[config.mk]
export PLATFORM = sky130hd
export DESIGN_NAME = core_fetch_ctrl
export DESIGN_NICKNAME = d
export VERILOG_FILES = /design/src/rtl/core_fetch_ctrl.sv
export SDC_FILE = /design/constraint.sdc
export NUM_CORES = 1
export LEC_CHECK = 0
export CAP_MARGIN = 30
export CORE_MARGIN = 5
export CORE_UTILIZATION = 35
export DETAILED_ROUTE_END_ITERATION = 10
export PLACE_DENSITY_LB_ADDON = 0.15
export SYNTH_ARGS = -nofsm -noshare
export SYNTH_HDL_FRONTEND = slang
export SYNTH_SLANG_ARGS = --single-unit
export TNS_END_PERCENT = 100
[constraint.sdc]
create_clock -name clk_i -period 1.6 [get_ports clk_i]
set_clock_uncertainty 0.05 [all_clocks]
set_input_delay 0.32 -clock clk_i [delete_from_list [all_inputs] [get_ports clk_i]]
set_output_delay 0.32 -clock clk_i [all_outputs]
set_load 0.02 [all_outputs]
[src/rtl/core_fetch_ctrl.sv]
// Instruction fetch sequencer: drives the PC register strobes and the imem read port,
// and presents one fetched word at a time to decode over a valid/ready handshake.
module core_fetch_ctrl #(
    parameter int WORD_ADDR_WIDTH = 30
) (
    input  logic                       clk_i,
    input  logic                       rst_i,
    input  logic                       fetch_en_i,
    input  logic [WORD_ADDR_WIDTH-1:0] pc_waddr_i,
    output logic                       ctrl_incr_o,
    output logic                       ctrl_latch_o,
    output logic [WORD_ADDR_WIDTH-1:0] latch_waddr_o,
    output logic                       imem_req_o,
    output logic [WORD_ADDR_WIDTH-1:0] imem_addr_o,
    input  logic                       imem_gnt_i,
    input  logic                       imem_rvalid_i,
    input  logic [31:0]                imem_rdata_i,
    input  logic                       redirect_i,
    input  logic [WORD_ADDR_WIDTH-1:0] redirect_waddr_i,
    output logic                       instr_valid_o,
    input  logic                       instr_ready_i,
    output logic [31:0]                instr_o,
    output logic [WORD_ADDR_WIDTH-1:0] instr_waddr_o,
    output logic                       busy_o
);

    typedef enum logic [2:0] {
        IDLE  = 3'd0,
        REQ   = 3'd1,
        WAIT  = 3'd2,
        HOLD  = 3'd3,
        FLUSH = 3'd4
    } state_t;

    state_t                       state;
    state_t                       state_nxt;
    state_t                       resume;
    logic [31:0]                  instr_q;
    logic [WORD_ADDR_WIDTH-1:0]   waddr_q;

    always_ff @(posedge clk_i) begin
        if (rst_i) begin
            state <= IDLE;
        end else begin
            state <= state_nxt;
        end
    end

    // A redirected grant or response is stale, so neither address nor data is captured.
    always_ff @(posedge clk_i) begin
        if (rst_i) begin
            instr_q <= '0;
            waddr_q <= '0;
        end else begin
            if (state == REQ && imem_gnt_i && !redirect_i) begin
                waddr_q <= pc_waddr_i;
            end
            if (state == WAIT && imem_rvalid_i && !redirect_i) begin
                instr_q <= imem_rdata_i;
            end
        end
    end

    always_comb begin
        state_nxt     = state;
        ctrl_incr_o   = 1'b0;
        imem_req_o    = 1'b0;
        imem_addr_o   = '0;
        ctrl_latch_o  = redirect_i;
        latch_waddr_o = redirect_i ? redirect_waddr_i : '0;
        resume        = fetch_en_i ? REQ : IDLE;

        case (state)
            IDLE: begin
                if (fetch_en_i) begin
                    state_nxt = REQ;
                end
            end
            REQ: begin
                imem_req_o  = 1'b1;
                imem_addr_o = pc_waddr_i;
                if (imem_gnt_i) begin
                    if (redirect_i) begin
                        state_nxt = FLUSH;
                    end else begin
                        ctrl_incr_o = 1'b1;
                        state_nxt   = WAIT;
                    end
                end
            end
            WAIT: begin
                if (imem_rvalid_i) begin
                    state_nxt = redirect_i ? resume : HOLD;
                end else if (redirect_i) begin
                    state_nxt = FLUSH;
                end
            end
            HOLD: begin
                if (redirect_i || instr_ready_i) begin
                    state_nxt = resume;
                end
            end
            FLUSH: begin
                // Only one stale response can be outstanding; its arrival frees the port.
                if (imem_rvalid_i) begin
                    state_nxt = resume;
                end
            end
            default: state_nxt = IDLE;
        endcase
    end

    assign instr_valid_o = (state == HOLD);
    assign instr_o       = instr_q;
    assign instr_waddr_o = waddr_q;
    assign busy_o        = (state != IDLE);

endmodule
==> results of run 1 <==
==> flip-flops by register name (all words and copies together) (netlist names) <==
signal and count:
instr_o 32, instr_waddr_o 30, state 3
==> through the flow <==
| stage | cell area (µm²) | cells | utilization, % | setup TNS (ps) |
|---|---|---|---|---|
| after global placement | 5645 | 723 | 65.05 | -57940 |
| after global routing | 6266 | 758 | 72.20 | -15320 |
| after CTS | 6200 | 754 | 71.44 | -13310 |
| final | 6266 | 758 | 72.20 | -12980 |
| after detailed placement | 5645 | 723 | 65.05 | -59920 |
| after floorplan | 3118 | 389 | - | 0 |
==> cells in the final DEF, fill, tap and decap left out, types with 2 or more instances in the layout <==
master and n:
sky130_fd_sc_hd__dfxtp_2 3, sky130_fd_sc_hd__clkinv_4 2, sky130_fd_sc_hd__inv_6 2, sky130_fd_sc_hd__a21oi_1 58, sky130_fd_sc_hd__bufinv_16 2, sky130_fd_sc_hd__clkbuf_8 9, sky130_fd_sc_hd__buf_4 39, sky130_fd_sc_hd__dlygate4sd2_1 63
sky130_fd_sc_hd__dfxtp_1 62, sky130_fd_sc_hd__o21ai_2 13, sky130_fd_sc_hd__clkdlybuf4s15_1 7, sky130_fd_sc_hd__and2_4 28, sky130_fd_sc_hd__nor2b_2 2, sky130_fd_sc_hd__nor3b_1 3, sky130_fd_sc_hd__clkdlybuf4s15_2 8, sky130_fd_sc_hd__clkinv_8 6
sky130_fd_sc_hd__o21ai_1 42, sky130_fd_sc_hd__nand2b_1 2, sky130_fd_sc_hd__clkdlybuf4s50_1 96, sky130_fd_sc_hd__buf_12 9, sky130_fd_sc_hd__a21oi_2 7, sky130_fd_sc_hd__nand3_1 62, sky130_fd_sc_hd__o21ai_0 9, sky130_fd_sc_hd__nor2_1 3
sky130_fd_sc_hd__buf_2 11, sky130_fd_sc_hd__or3b_4 3, sky130_fd_sc_hd__nand2_1 2, sky130_fd_sc_hd__clkbuf_2 5, sky130_fd_sc_hd__buf_6 40, sky130_fd_sc_hd__and2_1 32
==> metal layers <==
metal  vias to the layer above  wire [µm]  track usage [%]
met3                        20       1099            7.945
met5                         -          0                0
met1                      1782       5054            25.44
met2                       167       6733            38.43
li1                       1878          -                -
met4                         0        249            8.418
==> power by group through the flow <==
stage / clock (mW) / combinational [mW] / sequential, mW
6_report: 1.59 / 1.45 / 1.66
5_1_grt: 1.71 / 1.53 / 1.67
4_1_cts: 1.63 / 1.39 / 1.66
3_5_place_dp: 0 / 1.18 / 1.70
3_3_place_gp: 0 / 1.17 / 1.70
2_1_floorplan: 0 / 0.482 / 1.73
==> cell families after synthesis <==
group,count (synthesis),synth area share [%]
and+or+nand+nor,145,27.13
AOI/OAI and AO/OA,134,22.17
DFF,65,41.92
buffers and inverters,45,8.787
==> how the worst min path moves through the flow <==
| stage | depth (start not counted) | slack, ps | startpoint | endpoint |
|---|---|---|---|---|
| finish | 2 | 300 | rst_i | instr_o[12] |
| global route | 2 | 290 | rst_i | instr_o[9] |
| CTS | 2 | 280 | rst_i | instr_o[9] |
| detailed placement | 2 | 420 | instr_waddr_o[20] | instr_waddr_o[20] |
| global placement | 2 | 410 | instr_waddr_o[22] | instr_waddr_o[22] |
| floorplan | 2 | 420 | imem_rdata_i[0] | instr_o[0] |
==> critical path, stage by stage (launching register included) <==
cell,delay (ps)
sky130_fd_sc_hd__dfxtp_2,320
sky130_fd_sc_hd__or3b_4,470
sky130_fd_sc_hd__buf_12,190
sky130_fd_sc_hd__clkinv_8,70
sky130_fd_sc_hd__and2_4,130
sky130_fd_sc_hd__buf_6,110
==> what timing repair did <==
action | 4_1_cts | 5_1_grt
setup buffers | 8 | 3
endpoints found under the hold margin | 0 | 0
gates cloned | 7 | 2
gates resized for setup | 406 | 56
endpoints found under the setup margin | 188 | 81
pin swaps | 26 | 6
hold buffers | 0 | 0
==> final cells by class <==
| cell class | count | area [µm²] |
|---|---|---|
| fill | 698 | 2412 |
| clock buffer | 9 | 123.9 |
| sequential | 65 | 1305 |
| timing repair inverter | 5 | 81.33 |
| timing repair buffer | 282 | 2776 |
| tap | 108 | 135.1 |
| inverter | 2 | 20.02 |
| clock inverter | 7 | 102.6 |
| multi-input combinational | 280 | 1722 |
==> run_summary.xml, run 1 <==
<?xml version="1.0" encoding="UTF-8"?>
<metrics>
  <group name="timing">
    <metric name="finalMaxSlewViolations" unit="">0</metric>
    <metric name="worst_hold_slack" unit="ps">303.0</metric>
    <metric name="post-route-period-util" unit="%">124.9</metric>
    <metric name="hold_viol_final" unit="">0</metric>
    <metric name="maxClockFrequency" unit="MHz">500.5</metric>
    <metric name="number_of_setup_violations_in_the_final_report" unit="">55</metric>
    <metric name="rsz_0062_raised_after_global_routing" unit="">yes</metric>
    <metric name="timing.final.ws_setup" unit="ps">-398.0</metric>
    <metric name="max_slew.worst_pin.slew" unit="ps">297.7</metric>
    <metric name="post-route-min-period" unit="ps">1998</metric>
    <metric name="timing.slew.headroom" unit="%">80.15</metric>
  </group>
  <group name="global_route">
    <metric name="globalRouteOverflowTotal" unit="">0</metric>
    <metric name="antenna_found_initial" unit="">0</metric>
    <metric name="grt_max_degree" unit="">34</metric>
    <metric name="grt_pass1_wl" unit="µm">20180</metric>
    <metric name="first_global_vias" unit="">3924</metric>
    <metric name="grt.total_usage" unit="%">22.41</metric>
  </group>
  <group name="cells_and_area">
    <metric name="flow.area_growth_from_synthesis" unit="%">101.9</metric>
    <metric name="fin_nets" unit="">744</metric>
    <metric name="antennaDiodeCount" unit="">0</metric>
    <metric name="post_route_cells_drive_above_1_share" unit="%">30.62</metric>
  </group>
  <group name="clocking">
    <metric name="max-clock-path-buffers" unit="">2</metric>
    <metric name="cts.sinks" unit="">65</metric>
    <metric name="numCtsBuffers" unit="">9</metric>
    <metric name="clock_latency" unit="ps">330</metric>
    <metric name="cts_max_level" unit="">3</metric>
    <metric name="tritoncts" unit="">done</metric>
    <metric name="clkTransAtPathRegs" unit="ps">80</metric>
    <metric name="clock-root-buffer" unit="">sky130_fd_sc_hd__clkbuf_8</metric>
  </group>
  <group name="route">
    <metric name="detailroute.via_count" unit="">3847</metric>
    <metric name="routed_wirelength" unit="µm">13140</metric>
    <metric name="drt-wirelength-per-cell" unit="µm">17.33</metric>
    <metric name="final_antenna_net_count" unit="">0</metric>
    <metric name="drt-pass1-iter-count" unit="">4</metric>
    <metric name="drt_first_iter_violations" unit="">136</metric>
    <metric name="drt-vias-per-instance" unit="">5.075</metric>
    <metric name="dr_drc_count" unit="">0</metric>
  </group>
  <group name="power_and_ir_drop">
    <metric name="vdd_drop_max" unit="µV">417.6</metric>
    <metric name="power_density" unit="nW/µm²">751.6</metric>
    <metric name="power.share.switching" unit="%">29.68</metric>
    <metric name="clock_power_share" unit="%">33.9</metric>
    <metric name="intPower" unit="mW">3.311</metric>
    <metric name="power.share.sequential" unit="%">35.4</metric>
    <metric name="power.leakage" unit="nW">2.719</metric>
    <metric name="total_design_power" unit="mW">4.709</metric>
    <metric name="combinationalPowerShare" unit="%">30.8</metric>
    <metric name="p_sw" unit="mW">1.398</metric>
  </group>
  <group name="synthesis">
    <metric name="synth.ff_latch_count" unit="">65</metric>
    <metric name="synth_edf_count" unit="">0</metric>
    <metric name="mappedNetlistArea" unit="µm²">3104</metric>
    <metric name="post_synth_main_area_contributors" unit="">sky130_fd_sc_hd__dfxtp_1 42%, sky130_fd_sc_hd__and2_1 12%, sky130_fd_sc_hd__a21oi_1 10%</metric>
    <metric name="synth_common_cells" unit="">65 x sky130_fd_sc_hd__a21oi_1, 65 x sky130_fd_sc_hd__dfxtp_1, 64 x sky130_fd_sc_hd__nand3_1, 60 x sky130_fd_sc_hd__and2_1, 33 x sky130_fd_sc_hd__o21ai_1</metric>
    <metric name="synth_area_per_cell" unit="µm²">7.980</metric>
    <metric name="top_flip_flop_cell_by_instance_count_after_synthesis" unit="">sky130_fd_sc_hd__dfxtp_1</metric>
    <metric name="seq_area_frac_synth" unit="%">41.92</metric>
    <metric name="synth_fp_nets" unit="">488</metric>
    <metric name="ys_async_sr_fraction" unit="%">0</metric>
    <metric name="synth_warnings" unit="">0</metric>
    <metric name="synth_top_cell_by_area" unit="">sky130_fd_sc_hd__dfxtp_1</metric>
    <metric name="synthCells" unit="">389</metric>
    <metric name="yosysTopAreaCellShare" unit="%">41.92</metric>
    <metric name="number_of_distinct_library_cells_after_synthesis" unit="">30</metric>
  </group>
  <group name="worst_setup_path">
    <metric name="setup.worst_path.class" unit="">flip-flop to output port</metric>
    <metric name="capture_point_of_the_worst_reg_to_reg_path" unit="">instr_waddr_o[22]</metric>
    <metric name="cp.required" unit="ps">1230</metric>
    <metric name="worstRegToRegCells" unit="">6</metric>
    <metric name="crit_path_end" unit="">imem_addr_o[25]</metric>
    <metric name="critical_path.reg2reg.startpoint" unit="">state[2]</metric>
    <metric name="worst-path-max-fanout" unit="">6</metric>
    <metric name="cp-start-kind" unit="">flip-flop</metric>
    <metric name="cp-startpoint" unit="">state[2]</metric>
    <metric name="cp_data_arrival_time" unit="ps">1630</metric>
    <metric name="ff2ff_setup_slack" unit="ps">-70</metric>
    <metric name="worstSetupEndpointType" unit="">output port</metric>
  </group>
  <group name="place">
    <metric name="gpl.final_weighted_congestion" unit="">0.8734</metric>
    <metric name="numPortBuffers" unit="">225</metric>
    <metric name="place_ws" unit="ps">-548.3</metric>
    <metric name="dp_hpwl" unit="µm">8733</metric>
  </group>
  <group name="die">
    <metric name="fp.dieArea" unit="µm²">10850</metric>
    <metric name="die_w" unit="µm">104.2</metric>
    <metric name="core-area" unit="µm²">8678</metric>
    <metric name="die_height" unit="µm">104.2</metric>
    <metric name="start_util" unit="%">35.77</metric>
    <metric name="num_rows" unit="">34</metric>
    <metric name="pin_count" unit="">226</metric>
  </group>
  <group name="status">
    <metric name="violations" unit="">negative setup slack</metric>
    <metric name="result_of_the_run" unit="">finished with violations</metric>
  </group>
  <group name="min_path">
    <metric name="hp-class" unit="">primary input to flip-flop</metric>
  </group>
  <group name="flow_run">
    <metric name="cap_violations" unit="">0</metric>
  </group>
</metrics>
No activity file was read; power rests on OpenSTA's default activity.
==> run 2, diff against run 1 <==
- CAP_MARGIN: 30 -> 0
- GPL_TIMING_DRIVEN: default -> 0
==> run_summary.xml, run 2 (synthesis gave the netlist of run 1 again) <==
<?xml version="1.0" encoding="UTF-8"?>
<metrics>
  <group name="timing">
    <metric name="number_of_setup_violations_in_the_final_report" unit="">34</metric>
    <metric name="timing.slew.headroom" unit="%">64.96</metric>
    <metric name="timing.final.ws_setup" unit="ps">-379.8</metric>
    <metric name="post-route-period-util" unit="%">123.7</metric>
    <metric name="finalMaxSlewViolations" unit="">0</metric>
    <metric name="hold_viol_final" unit="">0</metric>
    <metric name="post-route-min-period" unit="ps">1980</metric>
    <metric name="max_slew.worst_pin.slew" unit="ps">525.5</metric>
    <metric name="maxClockFrequency" unit="MHz">505.1</metric>
    <metric name="rsz_0062_raised_after_global_routing" unit="">yes</metric>
    <metric name="totalNegativeSetupSlack" unit="ps">-11910</metric>
  </group>
  <group name="die">
    <metric name="die_height" unit="µm">104.2</metric>
    <metric name="fp.dieArea" unit="µm²">10850</metric>
    <metric name="die_w" unit="µm">104.2</metric>
    <metric name="core-area" unit="µm²">8678</metric>
    <metric name="pin_count" unit="">226</metric>
    <metric name="num_rows" unit="">34</metric>
    <metric name="start_util" unit="%">35.77</metric>
  </group>
  <group name="global_route">
    <metric name="globalRouteOverflowTotal" unit="">0</metric>
    <metric name="first_global_vias" unit="">3787</metric>
    <metric name="antenna_found_initial" unit="">0</metric>
    <metric name="grt_max_degree" unit="">11</metric>
    <metric name="grt_pass1_wl" unit="µm">18550</metric>
    <metric name="grt.total_usage" unit="%">20.77</metric>
  </group>
  <group name="place">
    <metric name="place_ws" unit="ps">-1109</metric>
    <metric name="placedInstanceArea" unit="µm²">5495</metric>
    <metric name="numPortBuffers" unit="">224</metric>
    <metric name="gpl.final_weighted_congestion" unit="">0.7609</metric>
    <metric name="dp_hpwl" unit="µm">9238</metric>
  </group>
  <group name="power_and_ir_drop">
    <metric name="p_sw" unit="mW">1.186</metric>
    <metric name="power.share.switching" unit="%">28.63</metric>
    <metric name="total_design_power" unit="mW">4.145</metric>
    <metric name="power_density" unit="nW/µm²">714.2</metric>
    <metric name="combinationalPowerShare" unit="%">29.8</metric>
    <metric name="clock_power_share" unit="%">30.1</metric>
    <metric name="power.leakage" unit="nW">2.581</metric>
    <metric name="power.share.sequential" unit="%">40.2</metric>
    <metric name="vdd_drop_max" unit="µV">458.2</metric>
    <metric name="intPower" unit="mW">2.958</metric>
  </group>
  <group name="worst_setup_path">
    <metric name="cp-start-kind" unit="">flip-flop</metric>
    <metric name="worstSetupEndpointType" unit="">output port</metric>
    <metric name="setup.worst_path.class" unit="">flip-flop to output port</metric>
    <metric name="critical_path.cell_chain" unit="">or3b_4 &gt; inv_8 &gt; clkbuf_16 &gt; and2_4 &gt; buf_6</metric>
    <metric name="cp.required" unit="ps">1230</metric>
    <metric name="worst-path-max-fanout" unit="">7</metric>
    <metric name="critical_path.max_stage_delay" unit="ps">440</metric>
    <metric name="cp_data_arrival_time" unit="ps">1610</metric>
    <metric name="standard_cell_with_the_maximum_stage_delay_on_the_critical_path" unit="">sky130_fd_sc_hd__or3b_4</metric>
  </group>
  <group name="route">
    <metric name="dr_drc_count" unit="">0</metric>
    <metric name="routed_wirelength" unit="µm">12060</metric>
    <metric name="detailroute.via_count" unit="">3785</metric>
    <metric name="drt-vias-per-instance" unit="">5.020</metric>
    <metric name="drt-wirelength-per-cell" unit="µm">15.99</metric>
    <metric name="drt-pass1-iter-count" unit="">4</metric>
    <metric name="drt_first_iter_violations" unit="">106</metric>
    <metric name="final_antenna_net_count" unit="">0</metric>
  </group>
  <group name="cells_and_area">
    <metric name="post_route_cells_drive_above_1_share" unit="%">26.01</metric>
    <metric name="most-common-layout-cells" unit="">95 x sky130_fd_sc_hd__clkdlybuf4s50_1, 64 x sky130_fd_sc_hd__nand3_1, 64 x sky130_fd_sc_hd__a21oi_1</metric>
    <metric name="register_cell_area_after_layout" unit="µm²">1308</metric>
    <metric name="fill_cells" unit="">777</metric>
    <metric name="largest_register_ff_count" unit="">32</metric>
    <metric name="layout_commonest_cell" unit="">sky130_fd_sc_hd__clkdlybuf4s50_1</metric>
    <metric name="fin_nets" unit="">743</metric>
    <metric name="flow.area_growth_from_synthesis" unit="%">86.94</metric>
    <metric name="antennaDiodeCount" unit="">0</metric>
    <metric name="postLayoutCoreUtil" unit="%">66.87</metric>
    <metric name="finish.instance_area" unit="µm²">5803</metric>
    <metric name="multiInputGateArea" unit="µm²">1617</metric>
  </group>
  <group name="clocking">
    <metric name="tritoncts" unit="">done</metric>
    <metric name="numCtsBuffers" unit="">9</metric>
    <metric name="cts.sinks" unit="">65</metric>
    <metric name="clock_latency" unit="ps">330</metric>
    <metric name="max-clock-path-buffers" unit="">2</metric>
    <metric name="clkTransAtPathRegs" unit="ps">70</metric>
    <metric name="cts_max_level" unit="">3</metric>
    <metric name="clock-root-buffer" unit="">sky130_fd_sc_hd__clkbuf_8</metric>
  </group>
  <group name="min_path">
    <metric name="hp-class" unit="">primary input to flip-flop</metric>
  </group>
  <group name="status">
    <metric name="result_of_the_run" unit="">finished with violations</metric>
    <metric name="violations" unit="">negative setup slack</metric>
  </group>
  <group name="flow_run">
    <metric name="cap_violations" unit="">0</metric>
  </group>
</metrics>
-- run 2: cell count changes in the layout (fill, tap and decap cells not counted), moves of 11 or more --
cell	before	now
sky130_fd_sc_hd__buf_2	11	36
sky130_fd_sc_hd__buf_4	39	21
sky130_fd_sc_hd__and2_4	28	14
sky130_fd_sc_hd__clkbuf_1	0	11
sky130_fd_sc_hd__o21ai_0	9	20
-- run 2: path summary, 6_finish.rpt --
path / endpoint / cells past startpoint / slack [ps] / startpoint
setup / recovery: imem_addr_o[3] / 5 / -380 / state[2]
hold / removal: instr_o[17] / 2 / 340 / rst_i
setup reg to reg: instr_waddr_o[28] / 6 / 20 / state[2]
hold reg to reg: instr_waddr_o[21] / 2 / 410 / instr_waddr_o[21]
-- run 2: critical path, delay by kind of cell, from the launching register on --
| family | cells | cell delay, ps |
|---|---|---|
| buf+inv | 3 | 370 |
| flops | 1 | 330 |
| simple gates | 2 | 580 |
-- run 2: layout make-up --
cell class                 count  area share [%]
buffer                        42           5.735
multi-input combinational    279           27.86
timing repair buffer         245           38.38
sequential                    65           22.53
inverter                       2          0.2587
clock buffer                  13           2.911
tap                          108           2.329
-- run 2: per-layer routing --
metal	vias up	global-route usage, %	wire [µm]
met3	17	8.256	1094
met1	1742	22.03	4594
li1	1867	-	-
met2	159	36.84	6128
met4	0	7.771	243
met5	-	0	0
-- run 2: timing repair --
item / 4_1_cts / 5_1_grt
endpoints found under the setup margin: 187 / 83
hold buffers: 0 / 0
pin swaps: 3 / 12
cloned: 0 / 1
hold endpoints to repair: 0 / 0
buffers inserted: 6 / 14
resized for setup: 424 / 48
-- run 2: power by group through the flow --
stage,clock (mW),combinational (mW),sequential [mW]
2_1_floorplan,0,0.482,1.73
3_3_place_gp,0,1.11,1.70
3_5_place_dp,0,1.12,1.70
4_1_cts,1.26,1.15,1.66
5_1_grt,1.32,1.32,1.67
6_report,1.25,1.23,1.66
-- run 2: through the flow --
stage               hold slack (ps)  cells
detailed placement            418.8    721
CTS                           337.4    740
finish                        339.4    754
floorplan                     417.7    389
global placement              410.8    721
global route                  383.4    754
